===== config.mk =====
export PLATFORM = sky130hd
export DESIGN_NAME = serial_adder
export DESIGN_NICKNAME = d
export VERILOG_FILES = /design/src/rtl/serial_adder.sv
export SDC_FILE = /design/constraint.sdc
export NUM_CORES = 1
export LEC_CHECK = 0
export ABC_AREA = 1
export BUFFER_PORTS_ARGS = -buffer_cell sky130_fd_sc_hd__buf_2
export CAP_MARGIN = 20
export CORE_MARGIN = 2
export CORE_UTILIZATION = 50
export CTS_CLUSTER_DIAMETER = 40
export DETAILED_ROUTE_END_ITERATION = 6
export PLACE_DENSITY = 0.75
export SKIP_CTS_REPAIR_TIMING = 1
export SYNTH_ARGS = -nofsm -noshare
export SYNTH_HDL_FRONTEND = slang
export SYNTH_SLANG_ARGS = --single-unit

===== constraint.sdc =====
create_clock -name clk -period 1.8 [get_ports clk]
set_input_delay 0 -clock clk [delete_from_list [all_inputs] [get_ports clk]]
set_output_delay 0 -clock clk [all_outputs]
set_load 0.02 [all_outputs]

===== src/rtl/serial_adder.sv =====
// serial_adder: bit-serial ripple adder built around a single 1-bit full-adder
// slice. Operands are consumed LSB-first, one bit per clock, with the slice
// carry held in a flip-flop between bits. The completed sum and final carry
// are registered and announced with a one-cycle done pulse.
module serial_adder #(
    parameter int WIDTH = 8
) (
    input  logic             clk,
    input  logic             rst,
    input  logic             start,
    input  logic [WIDTH-1:0] a,
    input  logic [WIDTH-1:0] b,
    input  logic             cin,
    output logic             busy,
    output logic             done,
    output logic [WIDTH-1:0] sum,
    output logic             cout
);

    localparam int CW = (WIDTH > 1) ? $clog2(WIDTH) : 1;
    localparam logic [CW-1:0] LAST = CW'(WIDTH - 1);

    typedef enum logic [1:0] {
        IDLE,
        RUN,
        DONE
    } state_t;

    state_t           state;
    logic [WIDTH-1:0] sa;
    logic [WIDTH-1:0] sb;
    logic [WIDTH-2:0] acc;
    logic             carry;
    logic [CW-1:0]    count;

    logic             s;
    logic             c;
    logic [WIDTH-1:0] shifted;

    // The full-adder slice for the current bit, plus the partial sum with
    // this bit shifted in at the top. The accumulator keeps only WIDTH-1
    // bits because the newest bit always arrives straight from the slice.
    always_comb begin
        s       = sa[0] ^ sb[0] ^ carry;
        c       = (sa[0] & sb[0]) | (carry & (sa[0] ^ sb[0]));
        shifted = {s, acc};
    end

    // Control FSM and datapath: load on accept, one slice per clock in RUN,
    // publish the result on the last bit, then a single DONE cycle.
    always_ff @(posedge clk or posedge rst) begin
        if (rst) begin
            state <= IDLE;
            sa    <= '0;
            sb    <= '0;
            acc   <= '0;
            carry <= 1'b0;
            count <= '0;
            busy  <= 1'b0;
            done  <= 1'b0;
            sum   <= '0;
            cout  <= 1'b0;
        end else begin
            case (state)
                IDLE: begin
                    done <= 1'b0;
                    if (start) begin
                        sa    <= a;
                        sb    <= b;
                        carry <= cin;
                        acc   <= '0;
                        count <= '0;
                        busy  <= 1'b1;
                        state <= RUN;
                    end
                end
                RUN: begin
                    acc   <= shifted[WIDTH-1:1];
                    sa    <= sa >> 1;
                    sb    <= sb >> 1;
                    carry <= c;
                    count <= count + 1'b1;
                    if (count == LAST) begin
                        sum   <= shifted;
                        cout  <= c;
                        busy  <= 1'b0;
                        done  <= 1'b1;
                        state <= DONE;
                    end
                end
                DONE: begin
                    done  <= 1'b0;
                    state <= IDLE;
                end
                default: begin
                    busy  <= 1'b0;
                    done  <= 1'b0;
                    state <= IDLE;
                end
            endcase
        end
    end

endmodule


Word-level counts from Yosys, hierarchy flattened
Index checks and enable logic that the tools add are counted.
- input port bits: 20
- word-level logic and storage cells: 46
- register bits: 40
- output and inout port bits: 11
- bitwise gates (word level): 6
- reductions and logical operators: 6
- add/sub/neg operators: 1
- muxes and demuxes: 18
- equality and inequality tests: 5
- operators by type and width (kind ; count):
    $pmux W8 S2 ; 2
    $mux W8 ; 2
    $pmux W7 S2 ; 1
    $mux W7 ; 1
    $pmux W3 S2 ; 1
    $reduce_and A2 Y1 ; 3
    $mux W1 ; 5
    $mux W2 ; 2
    $ne A2 B2 Y1 const B ; 2
    $pmux W2 S2 ; 1
    $add A3 B1 Y3 const B ; 1
    $eq A3 B3 Y1 const B ; 1
    $mux W3 ; 1
    $pmux W1 S3 ; 1
    $reduce_and A3 Y1 ; 1
    $and A1 B1 Y1 ; 2
    $eq A2 B1 Y1 const B ; 1
    $eq A2 B2 Y1 const B ; 1
    $logic_not A2 Y1 ; 1
    $pmux W1 S2 ; 1
    $reduce_bool A2 Y1 ; 1
    $xor A1 B1 Y1 ; 2
    $not A1 Y1 ; 1
    $or A1 B1 Y1 ; 1

Depth between registers and ports, before layout
Gate-level depths: netlist of run 1.
- depth after elaboration: 4
- gate-level depth with buffers: 7
- depth with buffers taken out: 6

Least setup slack after synthesis of run 1
OpenSTA, ideal clock, no wires.
- path kind: flip-flop to flip-flop
- from: register count[0]
- to: register sum[5]
- period minus slack after synthesis: 1255 ps
- stages on the path, launching flop included: 7
- path buffers: 1
- setup time: 74 ps
- arrival: 1181 ps
- setup slack: 545 ps
- required time: 1726 ps
- cells stage by stage: dfrtp_1 > ha_1 > ha_1 > nand2_4 > buf_6 > nand2_1 > o21ai_2
- word-level cells in the longest chain between the ends: 2
- ends and longest elaborated chain (element ; line ; text):
    start, declared ; 34 ; logic [CW-1:0] count;
    start signal, assigned ; 82 ; count <= count + 1'b1;
    $eq A3 B3 Y1 ; 83 ; if (count == LAST) begin
    $reduce_and A2 Y1 (no source line) ; -- ;
    end signal, assigned ; 84 ; sum <= shifted;
    end, declared ; 16 ; output logic [WIDTH-1:0] sum,
Every way passes these cells.
A chain may end at the register's enable or synchronous reset.

Final worst setup path of run 1
- from: register count[0]
- to: register sum[7]
The elaborated chain is that of the path after synthesis.

==> summary.txt, run 1 <==
Critical path
  • Crit path kind: flop to flop
  • Reg-to-reg slack, setup: 0.39 ns
  • Critical Path Source: count[0]
  • Worst EP arrival: 1.60 ns
  • Crit start category: flop
  • Crit path max-delay cell type: dfrtp_1
  • CP max FO: 18
  • FF-to-FF Start: count[0]
  • Crit-path cells: ha_1 > ha_1 > nand2_4 > inv_1 > nand2_1 > nand2_1
  • Worst path required time: 1.99 ns
  • Critical path's top delay family: adder cells
  • Worst Setup End Kind: flop
  • Max incr delay on CP: 0.40 ns
  • CP Buf/Inv Count: 1

Global routing
  • Initial antenna violation count: 0
  • First-pass GRT wire length: 6.106 mm
  • Total GRT Usage: 19.05%
  • Grt ovf: 0
  • Largest net degree at the start of global routing: 41
  • Vias in the first global route: 1330

Synth
  • Synth top area share: 51.98%
  • Instance count of the mapped netlist: 226
  • Yosys warning count: 0
  • Count of state elements after synthesis: 40
  • Mapped Nets: 249
  • Synthesized area: 0.001926 sq mm
  • Synth cell types: 22
  • Synth area leader: dfrtp_1
  • Area contributors post-synth: dfrtp_1 (52%), nand3_1 (12%), nand2_1 (10%)
  • Average size of a mapped cell: 8.520 sq um
  • Sequential area share after synthesis: 51.98%

STA
  • Final setup TNS: 0 ns
  • Final Setup Violations: 0
  • Crit share post-route: 78.58%
  • Final Hold Fails: 1
  • Worst hold slack: -0.004493 ns
  • Relative slew slack: 67.15%
  • Slew at the pin with the worst max-slew slack: 0.4928 ns
  • Max Fclk: 707.0 MHz
  • Crit path time final: 1.415 ns
  • Post-route setup slack: 0.3855 ns
  • Setup Skew: 0.006292 ns
  • Max Slew Vio Count: 0
  • RSZ-0062 raised after global routing: no

Drt
  • DRC: 0
  • Initial DRC count: 73
  • Vias per Instance: 4.880
  • Routed Antenna Nets: 0
  • WL/cell: 11.85 um
  • Routed wire length: 3.661 mm
  • 1st-pass router iterations: 5
  • Via Count: 1508

Clock tree
  • Clock transition at path regs: 0.08 ns
  • Clk buf depth: 2
  • H-Tree Depth: 2
  • CTS tree: built
  • Clock sink total: 40
  • CTS Root Cell: clkbuf_8
  • Num CTS Buffers: 5
  • Clk_lat worst skew: 0.29 ns

Floorplan
  • Initial Util: 52.20%
  • Die width: 66.06 um
  • Core ar.: 0.003689 sq mm
  • Die area: 0.004363 sq mm
  • I/O pins: 31
  • Num rows: 22
  • Die height: 66.06 um

Final layout
  • Final nets: 283
  • Ant. Diodes: 0
  • Most common cell after layout, fill and taps aside: nand2_1
  • Synth-to-Final Area Change: 15.07%
  • Share of layout cells above drive strength 1: 22.99%
  • Most frequent cells in the layout: nand2_1 (53), nand3_1 (46), dfrtp_1 (40)

Pwr
  • Lkg Pwr: 1.219 nW
  • Peak VDD IR: 1.036 mV
  • Power Density: 1745 mW/mm^2

Placement
  • Place WS: 0.3962 ns
  • # port buffers: 30
  • Final Wtd Congestion: 0.7838
  • Final HPWL DP: 2.429 mm

Hold path
  • Hold Crit Start: b[5]
  • Worst min-delay path category: input port to flop

Run status
  • Outcome: finished with violations
  • Failing checks: hold timing

Run
  • # Max-Cap Violations: 0
[sequential cells by signal, indices dropped and copies added, names as in the netlist]
signal and flops:
acc 7, busy 1, carry 1, count 3, cout 1, done 1, sa 8, sb 8
state 2, sum 8
[report_power, final]
group | leakage, nW | switching, mW | internal (mW)
Combinational | 0.679 | 1.04 | 0.623
Sequential | 0.496 | 0.261 | 1.32
Clock | 0.0434 | 0.314 | 0.310
Total | 1.22 | 1.62 | 2.25
[cells by family (layout without fill, tap and decap cells)]
kind of cell             after synthesis  in the layout  share of synthesized area [%]
AND/OR/NAND/NOR                      113            113                          26.71
buffers and inverters                 51             86                          12.41
adder cells (fa/ha/maj)                3              3                          2.339
flip-flops                            40             40                          51.98
AO/OA/AOI/OAI                         19             19                          6.563
[area by class of cell]
cell class	instances	area, sq um
multi-input combinational	135	685.7
clock inverter	2	15.01
timing repair buffer	39	225.2
sequential	40	1001
fill	323	1473
clock buffer	6	82.58
inverter	39	146.4
tap	48	60.06
[cell usage after synthesis (all sizes together)]
cell / count
a21oi: 1
buf: 11
clkbuf: 1
dfrtp: 40
fa: 1
ha: 2
inv: 39
nand2: 57
nand3: 46
nand4: 1
nor2: 9
o21ai: 17
o22ai: 1
[stage by stage]
stage                     util (%)  power (mW)  cells  cell area (sq um)
after global placement       56.61       3.205    298               2088
after floorplan                  -       2.876    226               1926
after detailed placement     56.61       3.255    298               2088
after CTS                    59.26       3.896    306               2186
after global routing         60.07       4.232    309               2216
final                        60.07       3.868    309               2216
[worst min-delay path: cells and delay by family]
| family | cells | cell delay, ns |
|---|---|---|
| and+or+nand+nor | 2 | 0.17 |
| buffers and inverters | 1 | 0.08 |
[worst paths after layout]
check	depth (start not counted)	end
worst max-delay path	6	sum[7]
worst min-delay path	3	sb[5]
worst max register to register	6	sum[7]
worst min register to register	2	sum[6]
max in group asynchronous	4	sb[1]
min in group asynchronous	4	sum[0]
[layer usage]
layer	up-vias	track usage, %	routed length (um)
met5	-	0	0
met4	0	7.143	43
met3	4	4.770	172
met2	32	28.03	1691
met1	704	27.28	1754
li1	768	-	-
Note: power is estimated with default switching activity, not from simulation.
==> run 2, diff against run 1 <==
--- a/config.mk
+++ b/config.mk
@@ -12,7 +12,7 @@
 export CORE_UTILIZATION = 50
 export CTS_CLUSTER_DIAMETER = 40
 export DETAILED_ROUTE_END_ITERATION = 6
-export PLACE_DENSITY = 0.75
+export PLACE_DENSITY = 0.78
 export SKIP_CTS_REPAIR_TIMING = 1
 export SYNTH_ARGS = -nofsm -noshare
 export SYNTH_HDL_FRONTEND = slang
==> constraint.sdc (replaced) <==
create_clock -name clk -period 1.3 [get_ports clk]
set_input_delay 0 -clock clk [delete_from_list [all_inputs] [get_ports clk]]
set_output_delay 0 -clock clk [all_outputs]
set_load 0.02 [all_outputs]
==> run 2 against run 1 <==
The run still ends with hold timing left. Sequential power is 37% higher. Wire length rose by 1.3%. Combinational power increased by 50%. Critical path type unchanged. Highest routed layer unchanged.
==> summary.txt, run 2 (synthesis results as in run 1) <==
Clock tree
  • H-Tree Depth: 2
  • Clock sink total: 40
  • CTS tree: built
  • CTS Root Cell: clkbuf_8
  • Num CTS Buffers: 5
  • Clk buf depth: 2
  • Clk_lat worst skew: 0.30 ns
  • Clock transition at path regs: 0.09 ns

STA
  • Worst hold slack: -0.003800 ns
  • Max Slew Vio Count: 0
  • Max Fclk: 808.3 MHz
  • Final Setup Violations: 0
  • Crit share post-route: 95.16%
  • Crit path time final: 1.237 ns
  • Relative slew slack: 67.66%
  • RSZ-0062 raised after global routing: no
  • Slew at the pin with the worst max-slew slack: 0.4850 ns
  • Final setup TNS: 0 ns
  • Post-route setup slack: 0.06289 ns
  • Setup Skew: 0.007504 ns
  • Final Hold Fails: 2

Critical path
  • FF-to-FF Start: count[0]
  • Crit start category: flop
  • CP max FO: 3
  • Worst EP arrival: 1.47 ns
  • Worst Setup End Kind: flop
  • Crit path kind: flop to flop
  • Worst path required time: 1.53 ns
  • RR Endpoint: busy
  • Reg-to-reg slack, setup: 0.06 ns
  • Worst-case reg-to-reg path depth: 6

Hold path
  • Hold Crit Start: b[0]
  • Worst Hold Path Cells: 5
  • Hold endpoint: sb[0]
  • Worst min-delay path category: input port to flop

Placement
  • Place WS: 0.02455 ns
  • # port buffers: 30
  • Final Wtd Congestion: 0.8005
  • Final HPWL DP: 2.520 mm

Final layout
  • Biggest regs: sa: 8 flops, sb: 8 flops, sum: 8 flops
  • Fillcell total: 321
  • Share of layout cells above drive strength 1: 25.56%
  • Synth-to-Final Area Change: 21.38%
  • Final nets: 292
  • Most common cell after layout, fill and taps aside: nand2_1
  • Register area: 0.001001 sq mm
  • Footprint of the multi-input gates: 688.2 sq um
  • Ant. Diodes: 0
  • Most frequent cells in the layout: nand2_1 (53), nand3_1 (46), dfrtp_1 (40)

Global routing
  • Largest net degree at the start of global routing: 41
  • Initial antenna violation count: 0
  • Met2 GRT Util: 31.19%
  • Grt ovf: 0
  • GR Layer Usage met1: 27.05%
  • Met3 Track Usage GR: 4.600%
  • Total GRT Usage: 20.24%
  • Vias in the first global route: 1447
  • First-pass GRT wire length: 6.561 mm
  • Most used routing layer: met2

Drt
  • DRC: 0
  • WL/cell: 11.66 um
  • Via Count: 1570
  • Vias per Instance: 4.937
  • Routed wire length: 3.708 mm
  • 1st-pass router iterations: 4
  • Routed Antenna Nets: 0
  • Initial DRC count: 134

Floorplan
  • Die width: 66.06 um
  • Die area: 0.004363 sq mm
  • Num rows: 22
  • Die height: 66.06 um
  • I/O pins: 31
  • Initial Util: 52.20%
  • Core ar.: 0.003689 sq mm

Pwr
  • Power Density: 2446 mW/mm^2
  • Peak VDD IR: 1.217 mV
  • Lkg Pwr: 1.282 nW

Run status
  • Failing checks: hold timing
  • Outcome: finished with violations

Run
  • # Max-Cap Violations: 0
==> run 2: layout make-up <==
| type | instances | share of cell area [%] |
|---|---|---|
| flip-flops and latches | 40 | 42.83 |
| multi-input cells | 135 | 29.44 |
| repair buffers | 48 | 13.87 |
| inverters | 39 | 6.370 |
| clock buffers | 5 | 2.944 |
| well taps | 48 | 2.570 |
| clock inverters | 3 | 1.981 |
==> run 2: worst max-delay path by stage <==
| stage | startpoint | endpoint | slack, ns | cells after the start |
|---|---|---|---|---|
| 6_report | count[0] | busy | 0.06 | 6 |
| 2_1_floorplan | count[0] | sum[5] | 0.04 | 6 |
| 3_3_place_gp | count[0] | busy | 0.07 | 6 |
| 3_5_place_dp | count[0] | busy | 0.02 | 6 |
| 5_1_grt | state[0] | count[0] | 0.007 | 5 |
| 4_1_cts | count[0] | busy | 0.002 | 6 |
==> run 2: per-layer routing <==
metal  wire length (um)  share of wire [%]  up-vias
met5                  0                  0        -
met4                 25               0.67        0
met3                218                5.9        2
met2               1734                 47       39
met1               1730                 47      736
li1                   -                  -      793
==> run 2: critical path: stages, from the launching register on <==
cell and delay [ns]:
dfrtp_1 0.40, ha_1 0.21, ha_2 0.19, buf_4 0.14
nor2_1 0.08, nor2_1 0.05, nor2_1 0.10
==> run 2: report_power, final <==
part           internal [mW]  switching [mW]
sequential              1.82           0.342
combinational           1.01            1.49
clock                  0.578           0.475
==> run 2: per-stage QoR <==
step                      instances  area, sq um  power [mW]  hold WS (ns)  utilization, %
after floorplan                 226         1926       3.982        0.1266               -
after global placement          306         2173       4.600        0.1402           58.92
after detailed placement        306         2173       4.656        0.1462           58.92
after CTS                       314         2288       5.736       -0.1846           62.04
after global routing            318         2337       6.226      0.009990           63.37
final                           318         2337       5.716     -0.003800           63.37
